File: src/rtl/axis_upsizer.sv
// axis_upsizer: packs R narrow AXI-Stream beats into one wide beat.
// Short groups flush on s_last; m_keep marks the words that carry data.
module axis_upsizer #(
  parameter int WORD_W  = 8,
  parameter int S_WORDS = 1,
  parameter int M_WORDS = 4
) (
  input  logic                             clk,
  input  logic                             rstn,
  input  logic                             s_valid,
  output logic                             s_ready,
  input  logic [S_WORDS-1:0][WORD_W-1:0]   s_data,
  input  logic                             s_last,
  output logic                             m_valid,
  input  logic                             m_ready,
  output logic [M_WORDS-1:0][WORD_W-1:0]   m_data,
  output logic [M_WORDS-1:0]               m_keep,
  output logic                             m_last
);

  localparam int R  = M_WORDS / S_WORDS;
  localparam int SB = S_WORDS * WORD_W;
  localparam int CW = (R > 1) ? $clog2(R) : 1;

  // accumulator and group bookkeeping
  logic [R-1:0][SB-1:0] acc_q, acc_d;
  logic [CW-1:0]        cnt_q, cnt_d;
  logic                 acc_last_q, acc_last_d;
  logic                 pend_q, pend_d;
  logic [R-1:0]         pslots_q, pslots_d;
  logic                 run_q, run_d;

  // output register
  logic [R-1:0][SB-1:0] m_data_q, m_data_d;
  logic [M_WORDS-1:0]   m_keep_q, m_keep_d;
  logic                 m_last_q, m_last_d;
  logic                 m_valid_q, m_valid_d;

  // handshake and group-completion terms
  logic s_hs;
  logic m_hs;
  logic out_free;
  logic cnt_end;
  logic done;

  // merged views of the current and the pending group
  logic [R-1:0]         g_slots;
  logic [R-1:0][SB-1:0] g_data;
  logic [M_WORDS-1:0]   g_keep;
  logic [R-1:0][SB-1:0] p_data;
  logic [M_WORDS-1:0]   p_keep;

  assign s_ready  = run_q && !pend_q;
  assign m_valid  = m_valid_q;
  assign m_data   = m_data_q;
  assign m_keep   = m_keep_q;
  assign m_last   = m_last_q;

  assign s_hs     = s_valid && s_ready;
  assign m_hs     = m_valid_q && m_ready;
  assign out_free = !m_valid_q || m_ready;
  assign cnt_end  = (cnt_q == CW'(R - 1));
  assign done     = s_hs && (cnt_end || s_last);

  // build masked group data: live beat in slot cnt, zeros above it
  always_comb begin
    g_slots = '0;
    g_data  = '0;
    g_keep  = '0;
    p_data  = '0;
    p_keep  = '0;
    for (int i = 0; i < R; i++) begin
      g_slots[i] = (CW'(i) <= cnt_q);
      if (g_slots[i]) begin
        if (CW'(i) == cnt_q) begin
          g_data[i] = s_data;
        end else begin
          g_data[i] = acc_q[i];
        end
      end
      if (pslots_q[i]) begin
        p_data[i] = acc_q[i];
      end
      g_keep[i*S_WORDS +: S_WORDS] = {S_WORDS{g_slots[i]}};
      p_keep[i*S_WORDS +: S_WORDS] = {S_WORDS{pslots_q[i]}};
    end
  end

  // next-state: pending drain, group completion, or plain accumulate
  always_comb begin
    acc_d      = acc_q;
    cnt_d      = cnt_q;
    acc_last_d = acc_last_q;
    pend_d     = pend_q;
    pslots_d   = pslots_q;
    run_d      = 1'b1;
    m_data_d   = m_data_q;
    m_keep_d   = m_keep_q;
    m_last_d   = m_last_q;
    m_valid_d  = m_valid_q;
    unique case (1'b1)
      pend_q: begin
        if (out_free) begin
          m_data_d  = p_data;
          m_keep_d  = p_keep;
          m_last_d  = acc_last_q;
          m_valid_d = 1'b1;
          pend_d    = 1'b0;
        end
      end
      done: begin
        cnt_d = '0;
        if (out_free) begin
          m_data_d  = g_data;
          m_keep_d  = g_keep;
          m_last_d  = s_last;
          m_valid_d = 1'b1;
        end else begin
          for (int i = 0; i < R; i++) begin
            if (CW'(i) == cnt_q) begin
              acc_d[i] = s_data;
            end
          end
          acc_last_d = s_last;
          pslots_d   = g_slots;
          pend_d     = 1'b1;
        end
      end
      default: begin
        if (s_hs) begin
          for (int i = 0; i < R; i++) begin
            if (CW'(i) == cnt_q) begin
              acc_d[i] = s_data;
            end
          end
          cnt_d = cnt_q + CW'(1);
        end
        if (m_hs) begin
          m_valid_d = 1'b0;
        end
      end
    endcase
  end

  // state registers; reset drops any partial group
  always_ff @(posedge clk or negedge rstn) begin
    if (!rstn) begin
      acc_q      <= '0;
      cnt_q      <= '0;
      acc_last_q <= 1'b0;
      pend_q     <= 1'b0;
      pslots_q   <= '0;
      run_q      <= 1'b0;
      m_data_q   <= '0;
      m_keep_q   <= '0;
      m_last_q   <= 1'b0;
      m_valid_q  <= 1'b0;
    end else begin
      acc_q      <= acc_d;
      cnt_q      <= cnt_d;
      acc_last_q <= acc_last_d;
      pend_q     <= pend_d;
      pslots_q   <= pslots_d;
      run_q      <= run_d;
      m_data_q   <= m_data_d;
      m_keep_q   <= m_keep_d;
      m_last_q   <= m_last_d;
      m_valid_q  <= m_valid_d;
    end
  end

endmodule
File: config.mk
export PLATFORM = sky130hd
export DESIGN_NAME = axis_upsizer
export DESIGN_NICKNAME = d
export VERILOG_FILES = /design/src/rtl/axis_upsizer.sv
export SDC_FILE = /design/constraint.sdc
export NUM_CORES = 1
export LEC_CHECK = 0
export BUFFER_PORTS_ARGS = -buffer_cell sky130_fd_sc_hd__buf_2
export CAP_MARGIN = 0
export CORE_MARGIN = 2
export CORE_UTILIZATION = 40
export CTS_CLUSTER_DIAMETER = 200
export DETAILED_ROUTE_END_ITERATION = 12
export GPL_TIMING_DRIVEN = 0
export PLACE_DENSITY_LB_ADDON = 0.05
export SLEW_MARGIN = 30
export SYNTH_ARGS = -nofsm -noshare
export SYNTH_HDL_FRONTEND = slang
export SYNTH_SLANG_ARGS = --single-unit
File: constraint.sdc
create_clock -name clk -period 4.3 [get_ports clk]
set_input_delay 0 -clock clk [delete_from_list [all_inputs] [get_ports clk]]
set_output_delay 0 -clock clk [all_outputs]
set_load 0.05 [all_outputs]
==> results.toml <==
[status]
status = "finished, final reports clean"

[finish]
final_util_pct = 48.7
areaGrowthSynthToFinish_pct = 18.2
multi_input_area_mm2 = 0.00150
seq_area_mm2 = 0.00198
final_cells = 503
final_nets = 409
fill_cells = 840
layout-drive-gt1-share_pct = 28.9
diodes = 0

[clock_tree]
cts_resized = 0
cts-root-buf = "clkbuf_8"
cts_max_level = 3
clockBufferDepth = 2
cts_tree = "done"
clock_sinks = 79
cts_buffers = 9
clock_latency_ps = 340
clkTransAtPathRegs_ps = 80
postCtsSetupBuffers = 0

[sta]
finalSetupViolations = 0
max_freq_mhz = 432
worstMarginPinSlew_ps = 760
finalClockSkew_ps = 6.95
hold_violations = 0
slew_viol_final = 0
slew_headroom_pct = 48.9
period_share_pct = 53.8
setup_tns_ps = 0
min_period_ps = 2310
rsz0062_at_grt = "false"
hold_slack_ps = 11.3

[setup_path]
crit_required_ps = 4560
endpoint_kind = "flop"
crit_arrival_ps = 2570
reg2reg_depth = 6
crit_type = "flop to flop"
cp-start-kind = "flop"
path_max_fanout = 10

[floorplan]
rows = 34
die-area_mm2 = 0.00971
die_w_um = 98.5
initial_core_util_pct = 41.2
core_mm2 = 0.00868
die_h_um = 98.5
io_pins = 52

[pwr]
leakage_nw = 1.98
seqPwrFrac_pct = 42.3
power.density_mw_per_mm2 = 593
pwr-share-comb_pct = 35.6
intPower_w = 0.00154
sw_frac_of_total_pct = 38.7
clkPwrFrac_pct = 22.1
ir_drop_mv = 0.276
power.switching_w = 0.000969

[drt]
drc_errors = 0
top_layer = "met4"
viasPerCell = 5.41
via_count = 2723
wl_per_cell_um = 17.3
wl_met3_um = 456
wl_met1_um = 4380
dr_wl_met2_um = 3810
routed_wl_um = 8710
ant_nets = 0
drt_iter0_markers = 129
firstDrtPassIters = 5

[global_route]
antenna_found_initial = 0
grt_usage_pct = 18.8
grt_max_degree = 69
grt_pass1_vias = 2576
grt_pass1_wl_um = 14200
grt_overflow = 0

[synth]
synth.largest_area_cell = "dfrtp_1"
yosysMostFrequentCell = "dfrtp_1"
syn_area_per_cell_um2 = 11.0
synth_area_leaders = "dfrtp_1, mux2_2, o21ai_0, nand2_1, mux2i_1"
ys_seq_elements = 79
synth_edf_count = 0
syn_nets = 343
synth_cells = 326
synth_area_mm2 = 0.00357
async_flop_share_pct = 100
ys_seq_area_share_pct = 55.3
synth_top_area_share_pct = 55.3
ys_types = 42
ys.flop_type = "dfrtp_1"
synth_common_cells = "dfrtp_1, o21ai_0, nand2_1"
synth_warnings = 0

[hold_path]
whs_path_depth = 2
hp-class = "primary input to flop"

[placed_design]
placed_cells = 486
port_buffers = 51
hpwl_um = 6030
gp_congestion = 0.772

[job]
maxCapViolations = 0
## critical path, cell delays in order, from the launching register on
cell and delay (ps):
dfrtp_1 430, ha_1 310, o211a_1 270, o21ai_2 450, clkbuf_1 510, a21oi_1 80
a2bb2oi_1 170
## layout by cell type (no fill, tap or decap), types with 2 or more instances in the layout
cell type and count:
buf_1 2, ha_1 4, mux2i_1 9, nor2b_1 2
nor3_1 10, o21ai_0 50, mux2_2 30, a22oi_1 7
inv_1 3, a21boi_2 2, buf_2 57, nand2_1 43
a2bb2oi_1 8, dfrtp_1 79, a31oi_1 8, clkbuf_1 10
o21bai_1 2, a32oi_1 8, a21oi_1 11, clkbuf_8 11
buf_6 2, dlygate4sd3_1 3, nor2_1 9
## path summary, 6_finish.rpt
kind,from,endpoint,slack [ps]
worst min-delay path,s_data[6],acc_q[30],10
worst max-delay path,cnt_q[0],m_data[23],1990
worst min register to register,m_keep[0],m_keep[0],480
worst max register to register,cnt_q[0],m_data[23],1990
max in group asynchronous,rstn,p_keep[2],3710
min in group asynchronous,rstn,m_data[3],30
## power by group through the flow
stage	Sequential (W)	Clock (W)	Combinational (W)
finish	0.00106	0.000554	0.000891
global route	0.00109	0.000605	0.000964
CTS	0.00106	0.000573	0.000898
detailed placement	0.00108	0	0.000893
global placement	0.00107	0	0.000880
floorplan	0.00136	0	0.000377
## logic make-up (layout without fill, tap and decap cells)
kind of cell / Yosys count / after routing / share of synthesized area (%)
buffers and inverters: 23 / 92 / 2.87
AOI/OAI and AO/OA: 103 / 103 / 18.1
DFF: 79 / 79 / 55.3
muxes: 40 / 40 / 12.4
and+or+nand+nor: 76 / 76 / 9.84
other: 1 / 1 / 0.105
adders and majority gates: 4 / 4 / 1.40
## area by class of cell
type                            count  share of cell area (%)
Buffer                             20                    2.16
Multi-Input combinational cell    224                    35.4
Clock buffer                       11                    3.58
Timing Repair Buffer               55                    7.55
Inverter                            3                   0.267
Clock inverter                      3                    1.04
Tap cell                          108                    3.20
Sequential cell                    79                    46.8
## what timing repair did
action                                 CTS  global route
endpoints found under the hold margin   81             0
setup endpoints to repair                0             0
hold buffers                             3             0
## stage by stage
stage | setup slack, ps | power [W] | instance area (um2)
floorplan | 2500 | 0.00174 | 3570
global placement | 2050 | 0.00195 | 3970
detailed placement | 2020 | 0.00197 | 4000
CTS | 2010 | 0.00253 | 4220
global route | 1830 | 0.00266 | 4220
finish | 1990 | 0.00251 | 4220
## metal layers
layer	vias up	GRT usage, %
li1	1310	-
met1	1330	28.6
met2	78	26.9
met3	5	4.89
met4	0	4.43
met5	-	0
## sequential cells by signal (all words and copies together), names as in the netlist
name,flops
acc_last_q,1
run_q,1
cnt_q,2
m_keep,4
p_keep,4
m_last,1
acc_q,32
m_data,32
pend_q,1
m_valid,1
Note: power is estimated with default switching activity, not from simulation.
